<file path="src/rtl/ramp_adc_capture.sv">
// rtl/ramp_adc_capture.sv - single-slope ramp ADC controller (option macro: RAMP_ADC_CONTINUOUS_EN)
module ramp_adc_capture #(
  parameter int WIDTH        = 8,
  parameter int SETTLE_TICKS = 4,
  parameter int SYNC_STAGES  = 2
) (
  input  logic             clk,
  input  logic             reset_n,
  input  logic             start,
  input  logic             cmp_in,
  output logic [WIDTH-1:0] dac_code,
  output logic             busy,
  output logic             sample_valid,
  output logic [WIDTH-1:0] sample_code,
  output logic             overrange
);

  localparam int HW = (SETTLE_TICKS > 1) ? $clog2(SETTLE_TICKS) : 1;
  localparam logic [HW-1:0]    HOLD_LAST = HW'(SETTLE_TICKS - 1);
  localparam logic [WIDTH-1:0] CODE_MAX  = '1;

  // The comparator must have fully propagated through the synchroniser before
  // the evaluate cycle of each code, otherwise a code is judged on stale data.
  if (SETTLE_TICKS < SYNC_STAGES + 1) begin : g_bad_cfg
    $error("ramp_adc_capture: SETTLE_TICKS must be >= SYNC_STAGES+1");
  end

  typedef enum logic [1:0] {
    IDLE = 2'd0,
    RAMP = 2'd1,
    DONE = 2'd2
  } state_t;

  state_t                 state_q, state_d;
  logic [SYNC_STAGES-1:0] sync_q;
  logic                   cmp_sync;
  logic [HW-1:0]          hold_cnt, hold_d;
  logic [WIDTH-1:0]       dac_d, code_d;
  logic                   ovr_d;
  logic                   start_go;
  logic                   evaluate;

`ifdef RAMP_ADC_CONTINUOUS_EN
  // Free-running: every IDLE/DONE exit re-arms the ramp; start is not used.
  logic unused_start;
  assign unused_start = start;
  assign start_go     = 1'b1;
`else
  assign start_go     = start;
`endif

  assign cmp_sync = sync_q[SYNC_STAGES-1];
  assign evaluate = (hold_cnt == HOLD_LAST);

  // Synchronise the asynchronous comparator output into the clk domain.
  always_ff @(posedge clk or negedge reset_n) begin
    if (!reset_n) begin
      sync_q <= '0;
    end else begin
      sync_q[0] <= cmp_in;
      for (int i = 1; i < SYNC_STAGES; i++) begin
        sync_q[i] <= sync_q[i-1];
      end
    end
  end

  // State, ramp code, settle counter and held result registers.
  always_ff @(posedge clk or negedge reset_n) begin
    if (!reset_n) begin
      state_q     <= IDLE;
      dac_code    <= '0;
      hold_cnt    <= '0;
      sample_code <= '0;
      overrange   <= 1'b0;
    end else begin
      state_q     <= state_d;
      dac_code    <= dac_d;
      hold_cnt    <= hold_d;
      sample_code <= code_d;
      overrange   <= ovr_d;
    end
  end

  // Next-state and output decode; the result is captured on the evaluate edge
  // so it is already valid during the single DONE cycle.
  always_comb begin
    state_d      = state_q;
    dac_d        = dac_code;
    hold_d       = hold_cnt;
    code_d       = sample_code;
    ovr_d        = overrange;
    busy         = 1'b0;
    sample_valid = 1'b0;
    case (state_q)
      IDLE: begin
        dac_d  = '0;
        hold_d = '0;
        if (start_go) begin
          state_d = RAMP;
        end
      end
      RAMP: begin
        busy = 1'b1;
        if (!evaluate) begin
          hold_d = hold_cnt + HW'(1);
        end else if (cmp_sync) begin
          code_d  = dac_code;
          ovr_d   = 1'b0;
          dac_d   = '0;
          hold_d  = '0;
          state_d = DONE;
        end else if (dac_code == CODE_MAX) begin
          code_d  = CODE_MAX;
          ovr_d   = 1'b1;
          dac_d   = '0;
          hold_d  = '0;
          state_d = DONE;
        end else begin
          dac_d  = dac_code + WIDTH'(1);
          hold_d = '0;
        end
      end
      DONE: begin
        sample_valid = 1'b1;
        dac_d        = '0;
        hold_d       = '0;
`ifdef RAMP_ADC_CONTINUOUS_EN
        state_d      = RAMP;
`else
        state_d      = IDLE;
`endif
      end
      default: begin
        state_d = IDLE;
        dac_d   = '0;
        hold_d  = '0;
      end
    endcase
  end

endmodule
</file>
<file path="config.mk">
export PLATFORM = sky130hd
export DESIGN_NAME = ramp_adc_capture
export DESIGN_NICKNAME = d
export VERILOG_FILES = /design/src/rtl/ramp_adc_capture.sv
export SDC_FILE = /design/constraint.sdc
export NUM_CORES = 1
export LEC_CHECK = 0
export ABC_AREA = 0
export ABC_CLOCK_PERIOD_IN_PS = 1700
export BUFFER_PORTS_ARGS = -buffer_cell sky130_fd_sc_hd__buf_4
export CAP_MARGIN = 20
export CORE_MARGIN = 10
export CORE_UTILIZATION = 51
export DETAILED_ROUTE_END_ITERATION = 8
export PLACE_DENSITY = 0.76
export SKIP_CTS_REPAIR_TIMING = 1
export SYNTH_ARGS = -nofsm -noshare
export SYNTH_HDL_FRONTEND = slang
export SYNTH_SLANG_ARGS = --single-unit
export TNS_END_PERCENT = 1
</file>
<file path="constraint.sdc">
create_clock -name clk -period 1.7 [get_ports clk]
set_input_delay 0.085 -clock clk [delete_from_list [all_inputs] [get_ports clk]]
set_output_delay 0.085 -clock clk [all_outputs]
set_load 0.005 [all_outputs]
</file>
Word level (Yosys, flattened, before mapping)
Index checks and enable logic that the tools add are counted.
- flip-flop bits (word level): 23
- bits in latches: 0
- bits in writable memories: 0
- ROM bits: 0
- input bits: 4
- output and inout bits: 19
- word-level logic and storage cells: 36
- memories kept: 0
- add/subtract/negate cells: 2
- $mul: 0
- divide/modulo/power cells: 0
- order comparisons: 0
- eq/ne operators: 7
- shift-type cells: 0
- mux-type cells: 17
- bitwise gates (word level): 0
- reduce and logical (&&, ||, !) cells: 4
- operators with widths (kind ; number):
    8-bit two-way mux ; 6
    2-bit two-way mux ; 6
    8-bit by 1-bit adder with 8-bit output, second input constant ; 1
    8-bit == test, second input constant ; 1
    3-bit AND reduction ; 2
    2-bit == test, second input constant ; 2
    1-bit two-way mux ; 4
    2-bit inequality test, second input constant ; 2
    2-bit case mux with 2 select lines ; 1
    3-bit inequality test, second input constant ; 1
    2-bit by 1-bit adder with 2-bit output, second input constant ; 1
    2-bit by 1-bit == test with 1-bit output, second input constant ; 1
    2-bit zero test ; 1
    2-bit nonzero test ; 1

Longest topological paths before layout
Gate-level depths: netlist of the first run.
- word-level depth: 5
- depth in mapped cells: 6
- mapped depth without buffers: 5

Least setup slack after synthesis of the first run
Ideal clock, no wire load.
- kind: register to register
- start: reg dac_code[0]
- end: reg sample_code[0]
- setup time: 121 ps
- data arrival time: 1334 ps
- data required time: 1579 ps
- slack: 245 ps
- stages on the path, launching flop included: 7
- buffers on the path: 1
- clock period less this slack: 1455 ps
- cell sequence: dfrtp_1 ha_1 nand3_1 nor2_1 o211a_1 buf_2 o22a_1
- word-level cells in the longest chain between the ends: 3
- elaborated cells on any way between the ends: 4
- ends and longest elaborated chain (what ; line ; RTL):
    start, declared ; 11 ; output logic [WIDTH-1:0] dac_code,
    start signal, assigned ; 71 ; dac_code <= '0;
    start signal, assigned ; 77 ; dac_code <= dac_d;
    8-bit == test ; 112 ; end else if (dac_code == CODE_MAX) begin
    2-bit nonzero test (no line) ; -- ;
    3-bit AND reduction (no line) ; -- ;
    end signal, assigned ; 79 ; sample_code <= code_d;
    end, declared ; 14 ; output logic [WIDTH-1:0] sample_code,
Several ways; a longest one is shown, not always the timed one.
A chain may end at the register's enable or synchronous reset.

Worst setup path in the final report of the first run
- start: reg dac_code[0]
- end: reg sample_code[6]
- word-level cells in the longest chain between the ends: 3
- ends and longest elaborated chain (what ; line):
    8-bit == test ; 112
    2-bit nonzero test (no line) ; --
    3-bit AND reduction (no line) ; --
Every way passes these cells.

==> key figures, run 1 <==
Timing
  – Period utilization: 0.926
  – # setup viols final: 0
  – Final TNS setup: 0 ns
  – Hold Violations, Final: 0
  – Post-layout min period: 1.57 ns
  – Rel. slew slack: 0.765
  – Slew @ Worst Pin: 0.351 ns
  – Final Max Tran Viols: 0
  – RSZ-0062 raised after global routing: no
  – Worst clock skew: 0.00294 ns
  – Fmax: 635 MHz

Routing
  – WL/cell: 16.1 um
  – Vias: 820
  – Top layer in use: met4
  – DR WL met3: 161 um
  – Antenna Violating Nets Remaining: 0
  – DRC Markers: 0
  – First drt pass iteration count: 4
  – Vias/cell: 5.62
  – Initial drt markers: 20
  – Wire length on met1: 1040 um
  – Final wirelength: 2350 um
  – Met2 routed WL: 1120 um

Critical path
  – RR Startpoint: dac_code[0]
  – Setup crit start kind: register
  – Critical path class: register to register
  – Crit-path max FO: 9
  – Endpoint class of the critical path: register
  – CP Capture Point: sample_code[6]
  – Reg2reg path depth: 5
  – Crit. Startpoint: dac_code[0]
  – Worst r2r dst: sample_code[6]
  – Worst EP arrival: 1.77 ns
  – R2R setup slack: 0.13 ns
  – Worst EP required: 1.90 ns

Clocking
  – Clk slew on worst S/H paths: 0.11 ns
  – CTS Sinks: 23
  – CTS H-Tree Depth: 1
  – TritonCTS Buffers: 3
  – Clock latency at the later pin of the worst-skew pair: 0.30 ns
  – CTS root buf: clkbuf_4
  – CTS Buffer Depth: 2
  – CTS tree: built

Synth
  – Unique masters post-synth: 29
  – Synth Area in Compound Gates: 0.172
  – Most area-consuming cells after synthesis: dfrtp_1 57%, o22a_1 7.0%, nor2_1 4.1%
  – Syn nets: 97
  – Post-synthesis average cell area: 11.0 sq um
  – Post-synthesis mux area share: 0.00998
  – Commonest cells post-synth: 23 x dfrtp_1, 11 x nor2_1, 8 x o22a_1
  – Synth Area in Adders: 0.0249
  – Mapped Cells: 91
  – Fraction of registers with async set/reset: 1.00
  – Most instantiated library cell after synthesis: dfrtp_1
  – Synth Flop Type: dfrtp_1
  – #FFs+latches synth: 23
  – Yosys top cell area share: 0.574
  – Post-Synth Simple-Gate Area: 0.185
  – EDFF count, synth: 0
  – Largest family of logic cells by synthesized area: simple AND/OR/NAND/NOR gates
  – Yosys synthesis warning count: 0
  – Register area share after synthesis: 0.574
  – Post-Synth XOR/XNOR Area: 0.0175
  – Synth Cell Area: 0.00100 sq mm
  – Synth area leader: dfrtp_1

Run status
  – Status: complete, no violations

Power and ir drop
  – Psw: 0.000600 W
  – Clk pwr share: 0.134
  – Combinational share of power: 0.412
  – Pwr dens: 1420 mW/mm^2
  – Sw frac: 0.333
  – Sequential share of power: 0.453
  – P_int: 0.00120 W
  – Pleak: 0.589 nW
  – Peak supply drop: 0.000978 V

Run
  – Max Cap Viol: 0

Finish
  – Ant diodes: 0
  – Final #Nets: 128
  – Fill cells: 145
  – P&R area growth vs syn: 26.8%
  – Multi-input gate area: 410 sq um
  – Share of cells above drive strength 1: 0.264
  – Design area: 0.00127 sq mm
  – Register area: 576 sq um

Worst hold path
  – Hold Path Class: input pin to asynchronous set/reset pin

Global route
  – GRT Total Usage: 0.119
  – Vias in the first global route: 806
  – Initial antenna violation count: 0
  – Largest net degree at the start of global routing: 24
  – Grt ovf: 0
  – First-pass GRT wire length: 4000 um

Placed design
  – Detailed Place HPWL: 1720 um
  – IO Port Bufs: 22
  – GPL Wtd Cong: 0.798
  – DP Area: 0.00122 sq mm

Floorplanning
  – Die H: 64.4 um
  – Die Wd: 64.4 um
  – Ports: 23
  – # rows: 15
  – Die Area: 0.00414 sq mm
  – Starting Density: 0.557
  – Total core area: 0.00180 sq mm
## critical path: stages (launching register included)
cell and delay [ns]:
dfrtp_1 0.46, ha_1 0.29, nand3_1 0.12, nor2_1 0.06
o211a_2 0.32, o22a_1 0.21
## worst min path at each step
stage	startpoint	endpoint	cells after the start
detailed placement	reset_n	dac_code[6]	1
global placement	reset_n	dac_code[6]	1
global route	reset_n	sample_code[6]	2
finish	reset_n	dac_code[4]	2
CTS	reset_n	dac_code[6]	1
floorplan	reset_n	dac_code[0]	0
## sequential cells by signal, summed over array words and instances, names as in the netlist
| signal | flops |
|---|---|
| sample_code | 8 |
| state_q | 2 |
| overrange | 1 |
| hold_cnt | 2 |
| dac_code | 8 |
| sync_q | 2 |
## layout by cell type (no fill, tap or decap), drive strengths merged, types with 2 or more instances in the layout
cell type / instances
buf: 26
xnor2: 2
dlygate4sd3: 3
o21ai: 6
nor2b: 3
a21oi: 2
dfrtp: 23
o22a: 8
nand2: 6
nor3b: 2
nand3: 3
a31oi: 3
and2: 2
nand4: 2
ha: 2
nand2b: 2
nor2: 11
clkbuf: 4
## layer usage
metal,global-route usage,vias up
met3,0.0418,4
met2,0.187,24
met5,0,-
met4,0.0321,0
li1,-,392
met1,0.151,400
## metrics by stage
stage / worst slack (ns) / cells / util / hold WS (ns) / total power, W
final: 0.126 / 146 / 0.706 / 0.202 / 0.00180
after global routing: 0.00130 / 146 / 0.706 / 0.200 / 0.00196
after CTS: 0.0770 / 143 / 0.690 / -0.350 / 0.00182
after detailed placement: 0.102 / 139 / 0.675 / -0.00763 / 0.00158
after global placement: 0.144 / 139 / 0.675 / -0.00966 / 0.00155
after floorplan: 0.245 / 91 / - / -0.211 / 0.00120
## area by class of cell
cell class | count | share of cell area
sequential | 23 | 0.452
clock buffer | 4 | 0.0206
inverter | 1 | 0.00295
timing repair buffer | 29 | 0.177
tap | 25 | 0.0246
multi-input combinational | 64 | 0.323
## power groups by stage
| stage | Combinational (W) | Clock (W) | Sequential [W] |
|---|---|---|---|
| final | 0.000743 | 0.000242 | 0.000817 |
| after detailed placement | 0.000746 | 0 | 0.000831 |
| after floorplan | 0.000376 | 0 | 0.000820 |
| after global routing | 0.000836 | 0.000282 | 0.000846 |
| after global placement | 0.000729 | 0 | 0.000818 |
| after CTS | 0.000750 | 0.000251 | 0.000818 |
## cell families (layout without fill, tap and decap cells)
family                     after synthesis  count (layout)
adders and majority gates                2               2
buffers and inverters                    4              34
xor gates and xnor gates                 2               2
and+or+nand+nor                         35              35
AOI/OAI and AO/OA                       24              24
muxes                                    1               1
DFF                                     23              23
Power figures use the tool's default switching activity.
==> inputs of run 2 (changes only) <==
CORE_ASPECT_RATIO = 1.1   (was not set)
==> key figures, run 2 (synthesis results as in run 1) <==
Critical path
  – Endpoint class of the critical path: register
  – Worst EP required: 1.97 ns (+0.07 ns)
  – Critical path class: register to register
  – Setup crit start kind: register
  – Crit-path max FO: 8 (-1)
  – Worst EP arrival: 1.85 ns (+0.08 ns)

Timing
  – Fmax: 632 MHz (-0.57%)
  – Final TNS setup: 0 ns (unchanged)
  – RSZ-0062 raised after global routing: no
  – # setup viols final: 0 (unchanged)
  – Hold Violations, Final: 0 (unchanged)
  – Rel. slew slack: 0.773 (+0.00745)
  – Post-layout min period: 1.58 ns (+0.00907 ns)
  – Slew @ Worst Pin: 0.340 ns (-0.0111 ns)
  – Period utilization: 0.931 (+0.00533)
  – Final Max Tran Viols: 0 (unchanged)
  – Worst clock skew: 0.00398 ns (+0.00104 ns)

Routing
  – WL/cell: 16.1 um (about the same)
  – Vias/cell: 5.58 (-0.70%)
  – Antenna Violating Nets Remaining: 0 (unchanged)
  – Final wirelength: 2390 um (+2.0%)
  – DRC Markers: 0 (unchanged)
  – First drt pass iteration count: 4 (unchanged)
  – Initial drt markers: 25 (+25%)
  – Vias: 831 (+1.3%)

Global route
  – Vias in the first global route: 819 (+1.6%)
  – First-pass GRT wire length: 4020 um (+0.32%)
  – Grt ovf: 0 (unchanged)
  – Largest net degree at the start of global routing: 24 (unchanged)
  – Initial antenna violation count: 0 (unchanged)
  – GRT Total Usage: 0.118 (-0.000816)

Finish
  – Most common cell after layout, fill and taps aside: buf_4
  – Multi-input gate area: 410 sq um (unchanged)
  – Share of cells above drive strength 1: 0.279 (+0.0142)
  – Biggest regs: dac_code: 8 flops, sample_code: 8 flops
  – Final #Nets: 129 (+0.78%)
  – Ant diodes: 0 (unchanged)
  – Fill cells: 143 (-1.4%)
  – Most frequent cells in the layout: 27 x buf_4, 22 x dfrtp_1, 11 x nor2_1
  – Register area: 577 sq um (+0.22%)
  – Final Instance Count excl. Fillers: 149 (+2.1%)
  – P&R area growth vs syn: 27.9%

Floorplanning
  – Total core area: 0.00182 sq mm (+1.1%)
  – Starting Density: 0.551 (-0.00612)
  – Die Wd: 62.3 um (-3.2%)
  – Die Area: 0.00414 sq mm (about the same)
  – # rows: 16 (+1)
  – Die H: 66.5 um (+3.4%)
  – Ports: 23 (unchanged)

Clocking
  – CTS Sinks: 23 (unchanged)
  – Clk slew on worst S/H paths: 0.12 ns (about the same)
  – CTS Buffer Depth: 2 (unchanged)
  – CTS H-Tree Depth: 1 (unchanged)
  – CTS tree: built
  – Clock latency at the later pin of the worst-skew pair: 0.32 ns (+0.02 ns)
  – TritonCTS Buffers: 3 (unchanged)
  – CTS root buf: clkbuf_4

Placed design
  – Placed insts: 142 (+2.2%)
  – Detailed Place HPWL: 1770 um (+2.8%)
  – GPL Wtd Cong: 0.800 (+0.20%)
  – IO Port Bufs: 22 (unchanged)

Run status
  – Status: complete, no violations

Power and ir drop
  – Pleak: 0.593 nW (+0.68%)
  – Pwr dens: 1420 mW/mm^2 (+0.46%)
  – Peak supply drop: 0.000993 V (+1.6%)

Worst hold path
  – Hold Path Class: input pin to asynchronous set/reset pin

Run
  – Max Cap Viol: 0 (unchanged)
==> run 2: worst paths after layout <==
check,cells after the start,slack [ns],from,end
max in group asynchronous,2,1.28,reset_n,dac_code[0]
min in group clk,0,0.36,sync_q[0],sync_q[1]
hold reg to reg,0,0.36,sync_q[0],sync_q[1]
setup reg to reg,6,0.12,hold_cnt[0],dac_code[5]
setup / recovery,6,0.12,hold_cnt[0],dac_code[5]
hold / removal,2,0.18,reset_n,hold_cnt[0]
==> run 2: metal layers <==
layer	part of all wire	vias up	wire (um)	global-route usage
met5	0	-	0	0
met4	0.021	0	50	0.0670
met3	0.049	5	117	0.0284
met2	0.47	32	1130	0.196
met1	0.46	403	1090	0.139
li1	-	391	-	-
==> run 2: through the flow <==
step	cell area (sq um)	util	total power [W]	worst slack [ns]	hold WS [ns]
finish	1280	0.705	0.00183	0.117	0.177
floorplan	1000	-	0.00120	0.245	-0.211
detailed placement	1230	0.673	0.00158	0.115	-0.00856
CTS	1250	0.688	0.00184	0.0822	-0.366
global route	1280	0.705	0.00197	0.0276	0.192
global placement	1230	0.673	0.00155	0.131	-0.0103
==> run 2: power breakdown <==
group	total (W)	internal [W]	switching, W
clock network	0.000260	0.0000921	0.000168
registers	0.000812	0.000705	0.000106
logic	0.000754	0.000411	0.000343
==> run 2: cell type report <==
cell class	instances	share of cell area
Timing Repair Buffer	30	0.181
Multi-Input combinational cell	64	0.320
Sequential cell	23	0.449
Clock buffer	4	0.0205
Inverter	1	0.00292
Tap cell	27	0.0263
==> run 2: worst max-delay path, stage by stage, from the launching register on <==
cell and delay, ns:
dfrtp_1 0.38, ha_1 0.20, nor3b_2 0.05, buf_4 0.16, or4_1 0.50, a21oi_1 0.15, a21o_1 0.10
==> inputs of run 3 (changes only) <==
ABC_CLOCK_PERIOD_IN_PS = 1600   (was 1700)
RECOVER_POWER = 25   (was not set)
clock period = 1.6 ns   (was 1.7 ns; I/O delays follow)
==> key figures, run 3 (synthesis results as in run 1) <==
Floorplanning
  – Total core area: 0.00182 sq mm (unchanged)
  – # rows: 16 (unchanged)
  – Die Wd: 62.3 um (unchanged)
  – Die H: 66.5 um (unchanged)
  – Starting Density: 0.551 (unchanged)
  – Die Area: 0.00414 sq mm (unchanged)
  – Ports: 23 (unchanged)

Power and ir drop
  – Peak supply drop: 0.00102 V (+2.7%)
  – Tot Pwr: 0.00199 W (+8.7%)
  – Pwr dens: 1500 mW/mm^2 (+5.4%)
  – Pleak: 0.618 nW (+4.2%)

Clocking
  – CTS H-Tree Depth: 1 (unchanged)
  – Clk slew on worst S/H paths: 0.13 ns (about the same)
  – CTS Sinks: 23 (unchanged)
  – CTS Buffer Depth: 2 (unchanged)
  – CTS tree: built
  – TritonCTS Buffers: 3 (unchanged)
  – Clock latency at the later pin of the worst-skew pair: 0.30 ns (-0.02 ns)
  – CTS root buf: clkbuf_4

Critical path
  – Crit-path max FO: 9 (+1)
  – R2R setup slack: 0.12 ns (about the same)
  – Worst r2r dst: sample_code[0]
  – Crit-path slowest cell: dfrtp_1
  – Critical path's largest stage delay: 0.45 ns (-0.05 ns)
  – RR Startpoint: dac_code[1]
  – Worst EP required: 1.79 ns (-0.18 ns)
  – Reg2reg path depth: 5 (-1)
  – Worst EP arrival: 1.68 ns (-0.17 ns)
  – CP Cell Sequence: ha_1 -> nand3_1 -> nor2_1 -> o211a_4 -> o22a_1
  – Buf/Inv on CP: 0 (-1)
  – Top delay family on crit path: compound AO/OA/AOI/OAI gates
  – Endpoint class of the critical path: register
  – Setup crit start kind: register
  – Critical path class: register to register

Timing
  – Final Max Tran Viols: 0 (unchanged)
  – Hold Violations, Final: 0 (unchanged)
  – Fmax: 673 MHz (+6.6%)
  – Slew @ Worst Pin: 1.20 ns (+0.857 ns)
  – Worst clock skew: 0.0115 ns (+0.00751 ns)
  – Rel. slew slack: 0.202 (-0.571)
  – Period utilization: 0.928 (-0.00288)
  – Post-layout min period: 1.48 ns (-0.0977 ns)
  – # setup viols final: 0 (unchanged)

Placed design
  – Placed insts: 147 (+3.5%)
  – GPL Wtd Cong: 0.782 (-2.3%)
  – Detailed Place HPWL: 1910 um (+7.8%)
  – IO Port Bufs: 22 (unchanged)

Worst hold path
  – Hold Startpoint: sync_q[0]
  – Hold path cells: 0
  – Hold Path Sink: sync_q[1]
  – Hold Path Class: register to register

Finish
  – P&R area growth vs syn: 31.9%
  – Share of cells above drive strength 1: 0.291 (+0.0127)
  – Most frequent cells in the layout: 31 x buf_4, 23 x dfrtp_1, 11 x nor2_1
  – Final Instance Count excl. Fillers: 154 (+3.4%)
  – Most common cell after layout, fill and taps aside: buf_4
  – Biggest regs: dac_code: 8 flops, sample_code: 8 flops
  – Ant diodes: 0 (unchanged)
  – Final #Nets: 134 (+3.9%)

Global route
  – GRT Total Usage: 0.113 (-0.00510)
  – Grt ovf: 0 (unchanged)
  – First-pass GRT wire length: 3930 um (-2.0%)
  – Largest net degree at the start of global routing: 24 (unchanged)
  – Initial antenna violation count: 0 (unchanged)
  – Vias in the first global route: 839 (+2.4%)

Routing
  – Vias: 834 (+0.36%)
  – Final wirelength: 2500 um (+4.3%)
  – WL/cell: 16.2 um (+0.96%)
  – DRC Markers: 0 (unchanged)
  – Antenna Violating Nets Remaining: 0 (unchanged)
  – Initial drt markers: 35 (+40%)
  – Vias/cell: 5.42 (-2.9%)
  – First drt pass iteration count: 4 (unchanged)

Run status
  – Status: complete, no violations

Run
  – Max Cap Viol: 0 (unchanged)
run 3: worst max path at each step:
| stage | from | to | depth (start not counted) |
|---|---|---|---|
| floorplan | dac_code[0] | sample_code[0] | 6 |
| global placement | dac_code[1] | sample_code[1] | 5 |
| detailed placement | dac_code[1] | sample_code[0] | 5 |
| CTS | dac_code[1] | sample_code[0] | 5 |
| global route | dac_code[1] | sample_code[7] | 5 |
| finish | dac_code[1] | sample_code[0] | 5 |
run 3: per-layer routing:
| metal | GRT usage | wire length [um] |
|---|---|---|
| met2 | 0.210 | 1290 |
| met4 | 0.0196 | 0 |
| met5 | 0 | 0 |
| met3 | 0.0318 | 170 |
| met1 | 0.129 | 1040 |
run 3: layout make-up:
class	instances	area [sq um]
repair buffers	35	267
well taps	27	33.8
fillers	128	498
multi-input cells	64	418
flip-flops and latches	23	576
inverters	1	3.75
clock buffers	4	26.3
run 3: power by group:
| group | internal, W | switching, W | leakage [nW] |
|---|---|---|---|
| Sequential | 0.000748 | 0.000111 | 0.291 |
| Combinational | 0.000466 | 0.000399 | 0.311 |
| Clock | 0.0000971 | 0.000164 | 0.0150 |
run 3: per-stage QoR:
step	setup TNS (ns)	setup WS, ns	cell area [sq um]	hold WS, ns	util
after floorplan	0	0.145	1000	-0.216	-
after global placement	0	0.132	1260	-0.0145	0.694
after detailed placement	0	0.0908	1260	-0.0136	0.694
after CTS	0	0.0600	1290	-0.357	0.708
after global routing	-0.0639	-0.0268	1320	0.380	0.727
final	0	0.115	1320	0.367	0.727
